--- src/rtl/uart_arb_pkg.sv ---
// Shared types and constants for the UART line arbiter.
// UART_ARB_PREFIX_EN adds the "<id>:" prefix states to the FSM enum.
package uart_arb_pkg;

  typedef logic [7:0] byte_t;

  localparam byte_t NEWLINE    = 8'h0A;
  localparam byte_t COLON      = 8'h3A;
  localparam byte_t ASCII_ZERO = 8'h30;

`ifdef UART_ARB_PREFIX_EN
  typedef enum logic [1:0] {
    ST_IDLE      = 2'd0,
    ST_PFX_ID    = 2'd1,
    ST_PFX_COLON = 2'd2,
    ST_LOCKED    = 2'd3
  } arb_state_e;
`else
  typedef enum logic [1:0] {
    ST_IDLE   = 2'd0,
    ST_LOCKED = 2'd3
  } arb_state_e;
`endif

  // ASCII digit for a requester index (indices stay below 10)
  function automatic byte_t id_char(input logic [3:0] id);
    return ASCII_ZERO + byte_t'(id);
  endfunction

endpackage

--- src/rtl/uart_arb_rr_pick.sv ---
// Combinational round-robin pick: first valid index at or after rr_ptr, wrapping.
module uart_arb_rr_pick #(
  parameter int unsigned NumReq = 4,
  parameter int unsigned IdxW   = $clog2(NumReq)
) (
  input  logic [NumReq-1:0] valid,
  input  logic [IdxW-1:0]   rr_ptr,
  output logic [IdxW-1:0]   index,
  output logic              any
);

  always_comb begin
    logic [IdxW:0] cand;
    index = '0;
    any   = 1'b0;
    cand  = '0;
    for (int k = 0; k < NumReq; k++) begin
      cand = {1'b0, rr_ptr} + (IdxW+1)'(k);
      if (cand >= (IdxW+1)'(NumReq)) begin
        cand = cand - (IdxW+1)'(NumReq);
      end
      if (!any && valid[cand[IdxW-1:0]]) begin
        any   = 1'b1;
        index = cand[IdxW-1:0];
      end
    end
  end

endmodule

--- src/rtl/uart_line_arbiter.sv ---
// Grants the UART transmitter to one byte-stream requester per line (newline or idle timeout).
// UART_ARB_PREFIX_EN: each granted line is preceded by "<id>:".
module uart_line_arbiter
  import uart_arb_pkg::*;
#(
  parameter int unsigned NumReq      = 4,
  parameter int unsigned LineTimeout = 1024
) (
  input  logic                      clk_i,
  input  logic                      rst_i,
  input  logic [NumReq-1:0]         req_valid_i,
  input  logic [NumReq-1:0][7:0]    req_data_i,
  output logic [NumReq-1:0]         req_ready_o,
  output logic                      tx_valid_o,
  output logic [7:0]                tx_data_o,
  input  logic                      tx_ready_i,
  output logic [$clog2(NumReq)-1:0] grant_id_o,
  output logic                      busy_o
);

  localparam int unsigned     IdxW    = $clog2(NumReq);
  localparam int unsigned     CntW    = $clog2(LineTimeout);
  localparam logic [CntW-1:0] CntLast = CntW'(LineTimeout - 1);
  localparam logic [IdxW-1:0] IdxLast = IdxW'(NumReq - 1);

  arb_state_e      state_q, state_d;
  logic [IdxW-1:0] rr_ptr_q, rr_ptr_d;
  logic [IdxW-1:0] grant_d;
  logic [IdxW-1:0] pick_idx;
  logic            pick_any;
  logic [CntW-1:0] idle_cnt_q, idle_cnt_d;
  logic            out_free;
  logic            owner_valid;
  logic            accept;
  logic            load;
  byte_t           owner_data;
  byte_t           load_data;

  uart_arb_rr_pick #(
    .NumReq (NumReq),
    .IdxW   (IdxW)
  ) u_pick (
    .valid  (req_valid_i),
    .rr_ptr (rr_ptr_q),
    .index  (pick_idx),
    .any    (pick_any)
  );

  // Output register can take a new byte when empty or draining this cycle
  assign out_free    = !tx_valid_o || tx_ready_i;
  assign owner_valid = req_valid_i[grant_id_o];
  assign owner_data  = req_data_i[grant_id_o];
  assign accept      = (state_q == ST_LOCKED) && out_free && owner_valid;

  always_comb begin
    req_ready_o = '0;
    if ((state_q == ST_LOCKED) && out_free) begin
      req_ready_o[grant_id_o] = 1'b1;
    end
  end

  // Next-state, ownership and output-register load decisions
  always_comb begin
    state_d    = state_q;
    rr_ptr_d   = rr_ptr_q;
    grant_d    = grant_id_o;
    idle_cnt_d = idle_cnt_q;
    load       = 1'b0;
    load_data  = owner_data;
    unique case (state_q)
      ST_IDLE: begin
        idle_cnt_d = '0;
        if (pick_any) begin
          grant_d = pick_idx;
`ifdef UART_ARB_PREFIX_EN
          state_d = ST_PFX_ID;
`else
          state_d = ST_LOCKED;
`endif
        end
      end
`ifdef UART_ARB_PREFIX_EN
      ST_PFX_ID: begin
        if (out_free) begin
          load      = 1'b1;
          load_data = id_char(4'(grant_id_o));
          state_d   = ST_PFX_COLON;
        end
      end
      ST_PFX_COLON: begin
        if (out_free) begin
          load      = 1'b1;
          load_data = COLON;
          state_d   = ST_LOCKED;
        end
      end
`endif
      ST_LOCKED: begin
        if (accept) begin
          load       = 1'b1;
          idle_cnt_d = '0;
        end else begin
          idle_cnt_d = idle_cnt_q + CntW'(1);
        end
        // Newline and timeout in the same cycle collapse into one release
        if ((accept && (owner_data == NEWLINE)) || (idle_cnt_q == CntLast)) begin
          state_d    = ST_IDLE;
          idle_cnt_d = '0;
          rr_ptr_d   = (grant_id_o == IdxLast) ? '0 : grant_id_o + IdxW'(1);
        end
      end
      default: begin
        state_d = ST_IDLE;
      end
    endcase
  end

  always_ff @(posedge clk_i) begin
    if (rst_i) begin
      state_q    <= ST_IDLE;
      rr_ptr_q   <= '0;
      idle_cnt_q <= '0;
      grant_id_o <= '0;
      busy_o     <= 1'b0;
      tx_valid_o <= 1'b0;
      tx_data_o  <= '0;
    end else begin
      state_q    <= state_d;
      rr_ptr_q   <= rr_ptr_d;
      idle_cnt_q <= idle_cnt_d;
      grant_id_o <= grant_d;
      busy_o     <= (state_d != ST_IDLE);
      if (load) begin
        tx_valid_o <= 1'b1;
        tx_data_o  <= load_data;
      end else if (tx_ready_i) begin
        tx_valid_o <= 1'b0;
      end
    end
  end

endmodule

--- config.mk ---
export PLATFORM = sky130hd
export DESIGN_NAME = uart_line_arbiter
export DESIGN_NICKNAME = d
export VERILOG_FILES = /design/src/rtl/uart_arb_pkg.sv /design/src/rtl/uart_arb_rr_pick.sv /design/src/rtl/uart_line_arbiter.sv
export SDC_FILE = /design/constraint.sdc
export NUM_CORES = 1
export LEC_CHECK = 0
export CORE_MARGIN = 1
export CORE_UTILIZATION = 40
export CTS_CLUSTER_DIAMETER = 80
export DETAILED_ROUTE_END_ITERATION = 7
export GPL_TIMING_DRIVEN = 0
export HOLD_SLACK_MARGIN = 0.12
export PLACE_DENSITY_LB_ADDON = 0.25
export SLEW_MARGIN = 10
export SYNTH_ARGS = -nofsm -noshare
export SYNTH_HDL_FRONTEND = slang
export SYNTH_HIERARCHICAL = 1
export SYNTH_SLANG_ARGS = --single-unit
--- constraint.sdc ---
create_clock -name clk_i -period 2.05 [get_ports clk_i]
set_input_delay 0.615 -clock clk_i [delete_from_list [all_inputs] [get_ports clk_i]]
set_output_delay 0.615 -clock clk_i [all_outputs]
set_load 0.03 [all_outputs]
==> results of run 1 <==
-- worst max-delay path, delay by kind of cell (launching register included) --
kind / cells / cell delay [ns]
AND/OR/NAND/NOR: 2 / 0.79
multiplexers: 1 / 0.55
flip-flops: 1 / 0.37
AO/OA/AOI/OAI: 2 / 0.29
buffers and inverters: 1 / 0.12
-- through the flow --
stage | instances | setup TNS (ns) | total power [mW] | hold slack (ns) | setup slack, ns
after global placement | 268 | -14.84 | 1.20 | 0.476 | -0.745
after CTS | 285 | -0.519 | 1.60 | 0.496 | -0.180
final | 292 | -0.819 | 1.78 | 0.500 | -0.136
after detailed placement | 268 | -15.21 | 1.20 | 0.480 | -0.744
after floorplan | 167 | -0.0643 | 0.995 | 0.457 | -0.0643
after global routing | 292 | -1.88 | 1.87 | 0.551 | -0.203
-- final timing paths --
path	start	slack, ns	end
worst max-delay path	grant_id_o[0]	-0.14	rr_ptr_q[0]
worst min-delay path	tx_data_o[3]	0.50	tx_data_o[3]
worst max register to register	grant_id_o[0]	-0.14	rr_ptr_q[0]
worst min register to register	tx_data_o[3]	0.50	tx_data_o[3]
-- area by class of cell --
class                           count  area (um^2)  area share, %
Buffer                              8         75.1           2.90
Clock buffer                        4         45.0           1.74
Inverter                           12         50.0           1.93
Multi-Input combinational cell    120         1140           43.9
Sequential cell                    26          529           20.4
Tap cell                           48         60.1           2.32
Timing Repair Buffer               74          694           26.8
-- synthesized netlist by cell type (all sizes together), types with 3 or more instances --
cell	instances	share of area, %
buf	3	1.4
a311oi	5	2.8
or3	4	1.6
and3	9	3.6
mux2i	8	5.1
dfxtp	26	33
ha	7	5.6
nor2	13	3.1
nand2	7	1.7
inv	12	2.9
o21ai	7	2.2
a21oi	18	5.8
mux4	9	14
clkbuf	6	1.4
nand3	12	3.9
-- timing repair --
item | CTS | global route
buffers inserted | 13 | 8
resized for setup | 103 | 45
gates cloned | 0 | 0
pin swaps | 11 | 13
endpoints found under the setup margin | 28 | 19
-- where the power goes --
part           internal, mW  total (mW)  switching (mW)  leakage, nW
combinational         0.428       0.884           0.456        0.763
sequential            0.548       0.584          0.0361        0.212
clock                 0.140       0.311           0.172       0.0228
-- sequential cells by signal, summed over array words and instances (netlist names) --
name	cells
tx_valid_o	1
tx_data_o	8
grant_id_o	2
rr_ptr_q	2
state_q	2
busy_o	1
idle_cnt_q	10
-- kinds of logic (layout without fill, tap and decap cells) --
group / count (synthesis) / after routing / share of synthesized area, %
simple gates: 54 / 54 / 18.6
compound gates: 42 / 42 / 17.4
flops: 26 / 26 / 33.4
buf+inv: 21 / 98 / 5.70
mux: 17 / 17 / 19.4
fa+ha+maj: 7 / 7 / 5.62
-- layer usage --
layer / vias up / track usage (%) / part of all wire, %
met4: 0 / 6.39 / 2.0
met5: - / 0 / 0
met2: 55 / 38.8 / 52
li1: 782 / - / -
met1: 803 / 29.1 / 42
met3: 10 / 3.39 / 4.2
==> flow_summary.ini, run 1 <==
[grt]
grt_overflow = 0
grt_pass1_wl_um = 7340
track_usage_pct = 22.6
antenna_found_initial = 0
grt_pass1_vias = 1587
grt_max_degree = 15

[synth]
synth_seq_cells = 26
yosys_warnings = 6
syn_area_per_cell_um2 = 9.33
synth_area_um2 = 1560
async_flop_share_pct = 0
ys_types = 36
synth_edf_count = 0
synthCells = 167
syn-num-nets = 213
synth-main-ff-cell = dfxtp_1
seq_area_frac_synth_pct = 33.4

[route]
dr.pass1.iters = 4
drtIter0Drc = 123
dr_total_vias = 1650
drt-vias-per-instance = 5.65
drc_errors = 0
routed_wl_um = 4780
wl_per_cell_um = 16.4
ant_nets = 0

[run_status]
violations = negative setup slack
outcome = finished, violations left

[clock_network]
ctsHoldBuffers = 0
cts_tree = yes
clock_latency_ns = 0.28
htree_levels = 1
cts_buffers = 3
clock_sink_count = 26
path_clk_slew_ns = 0.10
cts-root-buf = clkbuf_8
cts_buffer_depth = 2

[floorplanning]
start_util_pct = 42.2
core.rowCount = 22
dieArea_um2 = 4150
die_w_um = 64.4
core_area_um2 = 3690
die_height_um = 64.4
io_pins = 55

[sta]
setup_viol = 16
final_hold_viol_count = 0
fin_crit_sh_pct = 107
clock.fmax_mhz = 457
rsz0062_at_grt = true
worstMarginPinSlew_ns = 0.499
min_period_ns = 2.19
slew_headroom_pct = 66.7
postLayoutSetupSlackWorst_ns = -0.136
maxSlewViolCount = 0
fin_skew_ns = 0.00523

[place]
place_hpwl_um = 2820
gp_congestion = 0.801
io_buffers = 53
place_area_um2 = 2170

[power_and_ir_drop]
p_leak_nw = 0.998
p_per_area_nw_per_um2 = 687
ir_drop_mv = 0.381

[final_layout]
fillCellCount = 270
nNetsFinal = 291
final_common_cell = dfxtp_1
post-route-util_pct = 70.3
final_area_um2 = 2590
final_cell_mix = dfxtp_1 (23), clkdlybuf4s50_1 (19), a21oi_1 (17)
antennaDiodeCount = 0
drive_gt1_share_pct = 32.0
syn_to_final_growth_pct = 66.3

[worst_setup_path]
critPathRequiredTime_ns = 2.26
crit_fanout = 7
slowest_stage = mux4_2
slowest_delay_ns = 0.55
arrival_ns = 2.40
critPathKind = flip-flop to flip-flop
worstSetupStartpointType = flip-flop
cp_cell_sequence = buf_12 -> mux4_2 -> nor4_4 -> a31oi_4 -> or4_1 -> a21oi_1
crit_path_end_kind = flip-flop
reg2regPathDepth = 6

[worst_hold_path]
hold_path_class = flip-flop to flip-flop
worstHoldPathCells = 2

[flow_run]
drv_cap = 0
(Power assumes the default switching activity.)
==> run 2: changes to the inputs <==
--- a/config.mk
+++ b/config.mk
@@ -5,7 +5,7 @@
 export SDC_FILE = /design/constraint.sdc
 export NUM_CORES = 1
 export LEC_CHECK = 0
-export CORE_MARGIN = 1
+export CORE_MARGIN = 10
 export CORE_UTILIZATION = 40
 export CTS_CLUSTER_DIAMETER = 80
 export DETAILED_ROUTE_END_ITERATION = 7
==> flow_summary.ini, run 2 (synthesized netlist as in run 1, its figures left out) <==
[place]
pre_cts_slack_ns = -0.766
io_buffers = 53
gp_congestion = 0.817
place_area_um2 = 2170
place_hpwl_um = 3490

[grt]
grt_pass1_wl_um = 7580
grt_pass1_vias = 1613
track_usage_pct = 14.0
grt_overflow = 0
grt_max_degree = 15
antenna_found_initial = 0

[worst_setup_path]
cp_cell_sequence = buf_12 -> mux4_2 -> nor4_4 -> a31oi_2 -> or4_1 -> a21oi_2
arrival_ns = 2.50
slowest_stage = mux4_2
worstSetupStartpointType = flip-flop
crit_path_end_kind = flip-flop
critPathKind = flip-flop to flip-flop
crit_fanout = 8
slowest_delay_ns = 0.55
critPathRequiredTime_ns = 2.26

[floorplanning]
start_util_pct = 41.9
io_pins = 55
dieArea_um2 = 6790
core.rowCount = 22
die_w_um = 82.4
core_area_um2 = 3720
die_height_um = 82.4

[run_status]
violations = negative setup slack
outcome = finished, violations left

[final_layout]
drive_gt1_share_pct = 27.7
syn_to_final_growth_pct = 59.2
largest_reg_flops = 10
seqCellArea_um2 = 531
post-route-util_pct = 66.7
nNetsFinal = 282
antennaDiodeCount = 0
top_register = idle_cnt_q
fillCellCount = 298
multi_input_area_um2 = 1080
final_common_cell = dfxtp_1
final_cell_mix = dfxtp_1 (22), dlygate4sd2_1 (17), a21oi_1 (16)
final_area_um2 = 2480
top_regs = idle_cnt_q: 10 flops, tx_data_o: 8 flops

[route]
ant_nets = 0
drc_errors = 0
drt-met1-wl_um = 2100
routed-wl-met3_um = 325
highest_layer = met4
dr.pass1.iters = 4
drt-vias-per-instance = 5.66
met2WireLength_um = 2580
drtIter0Drc = 90
routed_wl_um = 5080
dr_total_vias = 1601
wl_per_cell_um = 18.0

[sta]
slew_headroom_pct = 63.9
final_hold_viol_count = 0
setup_viol = 11
worstMarginPinSlew_ns = 0.542
postLayoutSetupSlackWorst_ns = -0.237
final.setup.tns_ns = -0.639
min_period_ns = 2.29
fin_crit_sh_pct = 112
fin_skew_ns = 0.00230
clock.fmax_mhz = 437
maxSlewViolCount = 0
rsz0062_at_grt = true

[flow_run]
drv_cap = 0

[clock_network]
path_clk_slew_ns = 0.09
cts_buffers = 3
clock_latency_ns = 0.28
cts_tree = yes
clock_sink_count = 26
cts_buffer_depth = 2
htree_levels = 1
cts-root-buf = clkbuf_8
ctsHoldBuffers = 0

[worst_hold_path]
hold_path_class = flip-flop to flip-flop

[power_and_ir_drop]
p_leak_nw = 1.02
p_per_area_nw_per_um2 = 713
ir_drop_mv = 0.430
run 2: worst paths after layout:
path,startpoint,end,slack (ns),depth (start not counted)
max,grant_id_o[0],rr_ptr_q[0],-0.24,6
min,tx_data_o[3],tx_data_o[3],0.49,2
max reg2reg,grant_id_o[0],rr_ptr_q[0],-0.24,6
min reg2reg,tx_data_o[3],tx_data_o[3],0.49,2
run 2: final cells by class:
type / count / share of cell area (%)
well taps: 48 / 2.42
plain buffers: 8 / 3.03
repair buffers: 65 / 25.4
clock buffers: 4 / 2.22
multi-input cells: 120 / 43.7
inverters: 12 / 1.82
flip-flops and latches: 26 / 21.4
run 2: worst max-delay path, delay by kind of cell (launching register included):
family	cells	cell delay (ns)
simple gates	2	0.86
mux	1	0.55
compound gates	2	0.31
flops	1	0.38
buf+inv	1	0.13
run 2: per-stage QoR:
step                hold WS, ns  total power [mW]  cells
floorplan                 0.457             0.995    167
global placement          0.469              1.20    268
detailed placement        0.483              1.21    268
CTS                       0.501              1.60    277
global route              0.531              1.85    283
finish                    0.494              1.77    283
run 2: power breakdown:
group          leakage, nW  internal [mW]  switching, mW
Sequential           0.212          0.550         0.0345
Clock               0.0288          0.172          0.175
Combinational        0.783          0.395          0.441
Total                 1.02           1.12          0.651
run 2: per-layer routing:
layer,up-vias,global-route usage [%]
met2,53,23.8
met4,0,4.93
li1,773,-
met1,769,16.2
met5,-,0
met3,6,4.21
run 2: repair_timing:
action | 4_1_cts | 5_1_grt
cloned | 1 | 0
resized for setup | 87 | 52
buffers inserted | 4 | 8
setup endpoints to repair | 27 | 18
pin swaps | 9 | 11
